--- src/rtl/bldc_duty_integrator_if.sv ---
// Error-in / duty-out bundle between the speed subtractor, the duty integrator and the PWM stage.
// master: controller side driving errors; slave: the integrator.
interface bldc_duty_integrator_if;
    logic       clr;
    logic [8:0] err;
    logic       err_ofl;
    logic       err_vld;
    logic [7:0] duty;
    logic       duty_vld;
    logic       busy;
    logic       err_drop;

    modport master (
        output clr, err, err_ofl, err_vld,
        input  duty, duty_vld, busy, err_drop
    );

    modport slave (
        input  clr, err, err_ofl, err_vld,
        output duty, duty_vld, busy, err_drop
    );
endinterface

--- src/rtl/bldc_duty_integrator.sv ---
// Integral stage: overflow-corrects, scales and accumulates speed error into a clamped 8-bit duty.
// Optional small-error deadband is compiled in with `define DUTY_INT_DEADBAND_EN.
module bldc_duty_integrator #(
    parameter int unsigned KI_SHIFT = 2,
    parameter int unsigned DUTY_MAX = 250,
    parameter int unsigned DEADBAND = 2
) (
    input  logic                       clk,
    input  logic                       rst,
    bldc_duty_integrator_if.slave      bus
);

    if (KI_SHIFT > 4 || DUTY_MAX > 255 || DEADBAND > 255) begin : g_bad_param
        $error("bldc_duty_integrator: parameter out of range");
    end

    typedef enum logic [1:0] {
        IDLE,
        SCALE,
        ACCUM,
        OUT
    } state_t;

    localparam logic signed [13:0] ACC_MAX = 14'(DUTY_MAX * 16);

    state_t             state;
    state_t             state_nxt;
    logic signed [8:0]  e_corr;
    logic signed [8:0]  e_r;
    logic signed [8:0]  q_r;
    logic signed [12:0] acc;
    logic signed [12:0] acc_nxt;
    logic signed [13:0] sum;

    always_ff @(posedge clk) begin
        if (rst) begin
            state <= IDLE;
        end else begin
            state <= state_nxt;
        end
    end

    always_comb begin
        state_nxt = state;
        unique case (state)
            IDLE:    if (bus.err_vld) state_nxt = SCALE;
            SCALE:   state_nxt = ACCUM;
            ACCUM:   state_nxt = OUT;
            OUT:     state_nxt = IDLE;
            default: state_nxt = IDLE;
        endcase
        if (bus.clr) state_nxt = IDLE;
    end

    // On overflow the subtractor's sign bit is inverted, so saturate to the true sign.
    always_comb begin
        e_corr = $signed(bus.err);
        if (bus.err_ofl) begin
            e_corr = bus.err[8] ? 9'sd255 : 9'h100;
        end
`ifdef DUTY_INT_DEADBAND_EN
        else if ($signed(bus.err) <= $signed(9'(DEADBAND)) &&
                 $signed(bus.err) >= -$signed(9'(DEADBAND))) begin
            e_corr = '0;
        end
`endif
    end

    // Sum is one bit wider than ACC so KI_SHIFT=0 near the ceiling cannot wrap before clamping.
    always_comb begin
        sum     = {acc[12], acc} + {{5{q_r[8]}}, q_r};
        acc_nxt = sum[12:0];
        if (sum < 0) begin
            acc_nxt = '0;
        end else if (sum > ACC_MAX) begin
            acc_nxt = ACC_MAX[12:0];
        end
    end

    always_ff @(posedge clk) begin
        if (rst) begin
            e_r <= '0;
            q_r <= '0;
            acc <= '0;
        end else if (bus.clr) begin
            acc <= '0;
        end else begin
            unique case (state)
                IDLE:    if (bus.err_vld) e_r <= e_corr;
                SCALE:   q_r <= e_r >>> KI_SHIFT;
                ACCUM:   acc <= acc_nxt;
                default: ;
            endcase
        end
    end

    assign bus.duty     = acc[11:4];
    assign bus.duty_vld = (state == OUT);
    assign bus.busy     = (state != IDLE);
    assign bus.err_drop = !rst && bus.err_vld && ((state != IDLE) || bus.clr);

endmodule

--- src/flat_wrapper.sv ---
// flat-port wrapper written by rule: the top's interface ports become plain ports
module bldc_duty_integrator_flat 
#(
    parameter int unsigned KI_SHIFT = 2,
    parameter int unsigned DUTY_MAX = 250,
    parameter int unsigned DEADBAND = 2
)
  (clk, rst, bus_clr, bus_err, bus_err_ofl, bus_err_vld, bus_duty, bus_duty_vld, bus_busy, bus_err_drop);
  bldc_duty_integrator_if bus_i ();
  input  logic clk;
  input  logic rst;
  input wire logic [$bits(bus_i.clr)-1:0] bus_clr;
  input wire logic [$bits(bus_i.err)-1:0] bus_err;
  input wire logic [$bits(bus_i.err_ofl)-1:0] bus_err_ofl;
  input wire logic [$bits(bus_i.err_vld)-1:0] bus_err_vld;
  output wire logic [$bits(bus_i.duty)-1:0] bus_duty;
  output wire logic [$bits(bus_i.duty_vld)-1:0] bus_duty_vld;
  output wire logic [$bits(bus_i.busy)-1:0] bus_busy;
  output wire logic [$bits(bus_i.err_drop)-1:0] bus_err_drop;
  assign bus_i.clr = bus_clr;
  assign bus_i.err = bus_err;
  assign bus_i.err_ofl = bus_err_ofl;
  assign bus_i.err_vld = bus_err_vld;
  assign bus_duty = bus_i.duty;
  assign bus_duty_vld = bus_i.duty_vld;
  assign bus_busy = bus_i.busy;
  assign bus_err_drop = bus_i.err_drop;
  bldc_duty_integrator #(.KI_SHIFT(KI_SHIFT), .DUTY_MAX(DUTY_MAX), .DEADBAND(DEADBAND)) u_core (.clk(clk), .rst(rst), .bus(bus_i));
endmodule
--- config.mk ---
export PLATFORM = sky130hd
export DESIGN_NAME = bldc_duty_integrator_flat
export DESIGN_NICKNAME = d
export VERILOG_FILES = /design/src/rtl/bldc_duty_integrator_if.sv /design/src/rtl/bldc_duty_integrator.sv /design/src/flat_wrapper.sv
export SDC_FILE = /design/constraint.sdc
export NUM_CORES = 1
export LEC_CHECK = 0
export BUFFER_PORTS_ARGS = -buffer_cell sky130_fd_sc_hd__buf_2
export CAP_MARGIN = 20
export CORE_MARGIN = 5
export CORE_UTILIZATION = 52
export DETAILED_ROUTE_END_ITERATION = 7
export GPL_ROUTABILITY_DRIVEN = 0
export PLACE_DENSITY = 0.86
export SLEW_MARGIN = 0
export SYNTH_ARGS = -nofsm -noshare
export SYNTH_HDL_FRONTEND = slang
export SYNTH_SLANG_ARGS = --single-unit
--- constraint.sdc ---
create_clock -name clk -period 2.5 [get_ports clk]
set_clock_uncertainty 0.2 [all_clocks]
set_input_delay 0.5 -clock clk [delete_from_list [all_inputs] [get_ports clk]]
set_output_delay 0.5 -clock clk [all_outputs]
set_load 0.01 [all_outputs]
---- Yosys cells after proc, flatten, opt, wreduce, memory -nomap -nowiden ----
Cells that the tools add are included.
storage, ports and cells
  output and inout bits ................... 11
  flip-flop bits (word level) ............. 31
  bits of input ports ..................... 14
  word-level logic and storage cells ...... 27
operators by class
  add/subtract/negate cells ............... 1
  reduce and logical (&&, ||, !) cells .... 9
  mux-type cells .......................... 6
  magnitude comparators ................... 2
  bitwise operators ....................... 1
  equality and inequality tests ........... 4
operators with widths
  operator                                               number
  two-way mux 13 bit                                     2
  two-way mux 9 bit                                      2
  adder 13 x 7 -> 14 bit                                 1
  > comparator 14 x 13 -> 1 bit (second input constant)  1
  < comparator 14 x 1 -> 1 bit (second input constant)   1
  one-hot mux 2 bit (4 select lines)                     1
  equality test 2 bit (second input constant)            2
  AND reduction 3 bit                                    1
  equality test 2 x 1 -> 1 bit (second input constant)   1
  logical AND 1 bit                                      2
  zero test 2 bit                                        1
  two-way mux 2 bit                                      1
  inequality test 2 bit (second input constant)          1
  AND reduction 2 bit                                    1
  nonzero test 2 bit                                     1
  OR reduction 2 bit                                     1
  zero test 1 bit                                        1
  logical OR 1 bit                                       1
  NOT 1 bit                                              1

---- Longest topological paths before layout ----
  depth in word-level cells ............... 4
  gate-level depth with buffers ........... 11
  gate-level depth less buffers ........... 10

---- Worst setup path after synthesis ----
Ideal clock, no wire load.
  kind .................................... register to register
  from .................................... reg u_core.acc[0]
  to ...................................... reg u_core.acc[0]
  buffers on the path ..................... 1
  library setup time ...................... 117 ps
  stages on the path, launching flop included .. 12
  arrival ................................. 2341 ps
  period minus slack after synthesis ...... 2659 ps
  data required time ...................... 2183 ps
  slack ................................... -159 ps
  cell sequence ........................... dfxtp_1 -> ha_1 -> inv_1 -> fa_1 -> nor2b_4 -> o2111a_2 -> o31ai_4 -> nor4bb_1 -> a211oi_2 -> and2_1 -> buf_6 -> a32o_2
between the ends
  cells in the longest elaborated chain, start to end .. 4
  elaborated cells between the ends (all ways) .. 5
  classes of those cells .................. add/sub: 1; order compare: 2; mux: 2
ends and longest elaborated chain
  item                           line                        text
  from (decl)                    bldc_duty_integrator.sv:31  logic signed [12:0] acc;
  from (signal assigned)         bldc_duty_integrator.sv:91  ACCUM: acc <= acc_nxt;
  adder 13 x 7 -> 14 bit *       bldc_duty_integrator.sv:71  sum = {acc[12], acc} + {{5{q_r[8]}}, q_r};
  > comparator 14 x 13 -> 1 bit  bldc_duty_integrator.sv:75  end else if (sum > ACC_MAX) begin
  two-way mux 13 bit             bldc_duty_integrator.sv:75
  two-way mux 13 bit *           bldc_duty_integrator.sv:73  if (sum < 0) begin
Mark *: on every way between the ends. The rest lies on a longest branch, timed or not.
A chain may end at the register's enable or synchronous reset.

---- Worst setup path after layout ----
  from .................................... reg u_core.q_r[0]
  to ...................................... reg u_core.acc[3]
between the ends
  cells in the longest elaborated chain, start to end .. 4
  elaborated cells between the ends (all ways) .. 5
  classes of those cells .................. add/sub: 1; order compare: 2; mux: 2
ends and longest elaborated chain
  item                           line                        text
  from (decl)                    bldc_duty_integrator.sv:30  logic signed [8:0] q_r;
  from (signal assigned)         bldc_duty_integrator.sv:90  SCALE: q_r <= e_r >>> KI_SHIFT;
  adder 13 x 7 -> 14 bit *       bldc_duty_integrator.sv:71
  > comparator 14 x 13 -> 1 bit  bldc_duty_integrator.sv:75
  two-way mux 13 bit             bldc_duty_integrator.sv:75
  two-way mux 13 bit *           bldc_duty_integrator.sv:73
Marked as above.

==> summary by stage <==
Route
The first TritonRoute pass finished after 4 iterations. The initial DRC count is 166. The routed layout has 1,886 vias. In the final routed layout, each cell accounts on average for 14.8 um. Dividing the detail-routed via count by the number of cells gives 5.72.

The final wirelength is 4880 um. The count of nets left with antenna violations once routing finished came out at 0. In the routed design, unresolved DRC markers number 0.

Setup path
The required time at the worst-slack endpoint is 2480 ps. Among the stages of the critical path, the cell type that occurs most often is sky130_fd_sc_hd__nand4bb_1. The kind of critical path is flop to flop.

In this run the worst path has a maximum fanout of 7. The slowest cell on the critical path is sky130_fd_sc_hd__fa_2. The worst setup path is captured at a flop. The delay of the slowest critical-path stage is 380 ps. At the worst endpoint, the arrival time is 2660 ps.

The dominant delay contributor by cell family on the critical path is compound AO/OA/AOI/OAI gates. The buffer and inverter count on the worst path is 2. Traced cell by cell, the critical path runs through ha_4, inv_2, fa_2, nor2b_4, o2111a_2, o31ai_4, xor2_1, nand4bb_1, nand4bb_1, buf_6, a32o_2.

The worst setup path is launched from a flop.

Finish
The finished cells cover 2530 um^2. The filler cells instantiated in the layout total 294. The number of antenna repair diodes is 0. Cells with a size suffix above 1 make up 36.5% of the layout.

The library cell used most frequently in the layout, excluding fill and tap cells, is sky130_fd_sc_hd__buf_4. The top cell types in the final layout, fill and taps aside, are 42 x sky130_fd_sc_hd__buf_4, 26 x sky130_fd_sc_hd__dfxtp_1, 22 x sky130_fd_sc_hd__buf_2. From synthesis to final layout, the design area changed by 30.8%.

After the last flow step, the layout net total stands at 313. The final design utilization is 69.8%.

Die
From left edge to right edge, the die measures 71.1 um. The row count is 22. The number of ports placed on the die boundary is 25. The initial utilization of the core area, before any placement, comes to 53.3%. The area of the die is 5050 um^2.

The core region area is 3630 um^2. The vertical extent of the die is 71.1 um.

Placement
In this run the cell area measured after placement is 2320 um^2. The number of buffers added on ports is 22. The detailed placer's ending HPWL is 3510 um.

Synth
Counting every net in the synthesized netlist gives 257. Counting flops with an async set or reset pin after synthesis yields a share of 0%. The instance count of the mapped netlist is 225. The proportion of netlist area held by the largest area contributor is 30.0%. The prevailing post-synth register cell is sky130_fd_sc_hd__dfxtp_1. The netlist area before placement is 1940 um^2. The flip-flop and latch count after synthesis is 29. The fraction of the yosys area taken by sequential cells is 30.0%. The count of unique library cells instantiated by Yosys is 54. The average instance in the mapped netlist occupies 8.61 um^2. The library cell occupying the most area in the post-synthesis netlist is sky130_fd_sc_hd__dfxtp_1.

Yosys printed 0 warnings. The synthesized design contains 0 enable-type register cells. By area the synthesized netlist is led by sky130_fd_sc_hd__dfxtp_1 30%, sky130_fd_sc_hd__ha_1 11%, sky130_fd_sc_hd__a21oi_1 5.2%.

Global route
Global routing consumed, over all layers together, 20.1% of the routing resources. The wire length of the first global-routing pass is 8220 um. The remaining global-route overflow is 0. The via count of the first global-routing pass is 1,849. The initial antenna violation count is 0. Entering global routing, the biggest net connects 18 pins.

Power
In this run the power density over the cells is 418 nW/um^2. The total power after layout is 1060 uW. The peak ir drop on the vdd network is 0.426 mV. The analysis attributes to cell leakage a power of 0.00116 uW.

CTS
The count of clock tree sinks is 29. The number of buffers on the longest clock path is 2. The hold buffer count at cts is 0. For the worst-skew pair, the clock arrives at the later sink with an insertion delay of 280 ps. The tree is rooted in a sky130_fd_sc_hd__clkbuf_8. The number of H-tree levels is 2. The number of buffers inserted during clock tree synthesis is 5. The clock-pin slew on the worst setup and hold paths is 70 ps. TritonCTS built the clock tree.

Timing
The time the worst path needs with I/O delays and setup is 2690 ps. Static timing analysis puts the maximum clock frequency at 0.372 GHz. Hold timing on the final database bottoms out at a slack of 250 ps. Setup repair after global routing could not meet its margin everywhere. At the pin with the least slew margin, the transition time is 606 ps. After layout, the worst setup slack is -185 ps. The number of hold violations in the final report came to 0. In the finished design, the share of the clock period the worst path needs comes to 107%. The final count of negative-setup-slack endpoints is 12. The final count of pins violating max slew is 0.

The worst pin sits at a relative slew slack of 59.6%.

Run status
The final reports fail on negative setup slack. The flow ran to the end, but the final reports show violations.

Job
Across the run, the number of max-cap violations was 0.

Worst hold path
The min-delay analysis places its worst path in the category flop to flop.
==> layer usage <==
metal | up-vias | part of all wire (%) | GRT usage (%)
met5 | - | 0 | 0
met4 | 0 | 1.5 | 6.47
met3 | 9 | 4.8 | 4.55
met2 | 48 | 51 | 35.5
met1 | 895 | 42 | 23.9
li1 | 934 | - | -
==> synth_stat cells (5+ instances only) <==
library cell,count
sky130_fd_sc_hd__a211oi_1,7
sky130_fd_sc_hd__a32o_2,6
sky130_fd_sc_hd__nand2_1,21
sky130_fd_sc_hd__nor2_1,15
sky130_fd_sc_hd__xnor2_1,5
sky130_fd_sc_hd__inv_1,10
sky130_fd_sc_hd__ha_1,17
sky130_fd_sc_hd__and2_1,5
sky130_fd_sc_hd__nor3_1,6
sky130_fd_sc_hd__a21oi_1,20
sky130_fd_sc_hd__buf_4,8
sky130_fd_sc_hd__a22o_1,5
sky130_fd_sc_hd__dfxtp_1,29
sky130_fd_sc_hd__o21ai_0,6
sky130_fd_sc_hd__clkbuf_1,5
==> cells by family after synthesis <==
logic type                 Yosys count  share of synthesized area, %
and+or+nand+nor                     75                          20.7
AOI/OAI and AO/OA                   69                          26.7
DFF                                 29                          30.0
buffers and inverters               26                          7.04
adders and majority gates           18                          12.0
xor gates and xnor gates             8                          3.62
==> worst reg2reg max path, delay by kind of cell (launching register included) <==
kind            cells  cell delay (ps)
compound gates      3              600
buf+inv             2              210
fa+ha+maj           2              520
xor+xnor            1              170
simple gates        3              530
flops               1              350
==> flip-flops by register name (all words and copies together) (netlist names) <==
register	cells
u_core.acc	13
u_core.e_r	7
u_core.q_r	7
u_core.state	2
==> report_power, final <==
group | internal [uW] | leakage, uW | switching (uW)
clock network | 298 | 0.0000543 | 193
logic | 38.9 | 0.000865 | 49.6
registers | 472 | 0.000237 | 7.06
==> timing repair <==
item / in CTS / in global routing
gates resized for setup: 7 / 7
pin swaps: 13 / 7
buffers inserted: 2 / 3
endpoints found under the setup margin: 12 / 12
==> final timing paths <==
kind	from	depth (start not counted)	slack [ps]	end
worst max-delay path	u_core.q_r[0]	11	-190	u_core.acc[3]
worst min-delay path	u_core.e_r[2]	2	250	u_core.q_r[0]
worst max register to register	u_core.q_r[0]	11	-190	u_core.acc[3]
worst min register to register	u_core.e_r[2]	2	250	u_core.q_r[0]
==> per-stage QoR <==
stage | setup WS [ps] | instances | TNS (ps)
floorplan | -103 | 225 | -614
global placement | -141 | 318 | -956
detailed placement | -193 | 318 | -1380
CTS | -154 | 327 | -936
global route | -283 | 330 | -2410
finish | -185 | 330 | -1250
==> cell type report <==
cell class	instances	area, um^2	area share [%]
clock inverters	3	46.3	1.83
multi-input cells	170	1300	51.2
well taps	48	60.1	2.37
inverters	10	37.5	1.48
repair buffers	65	437	17.2
clock buffers	5	68.8	2.71
flip-flops and latches	29	587	23.1
(Power assumes the default switching activity.)
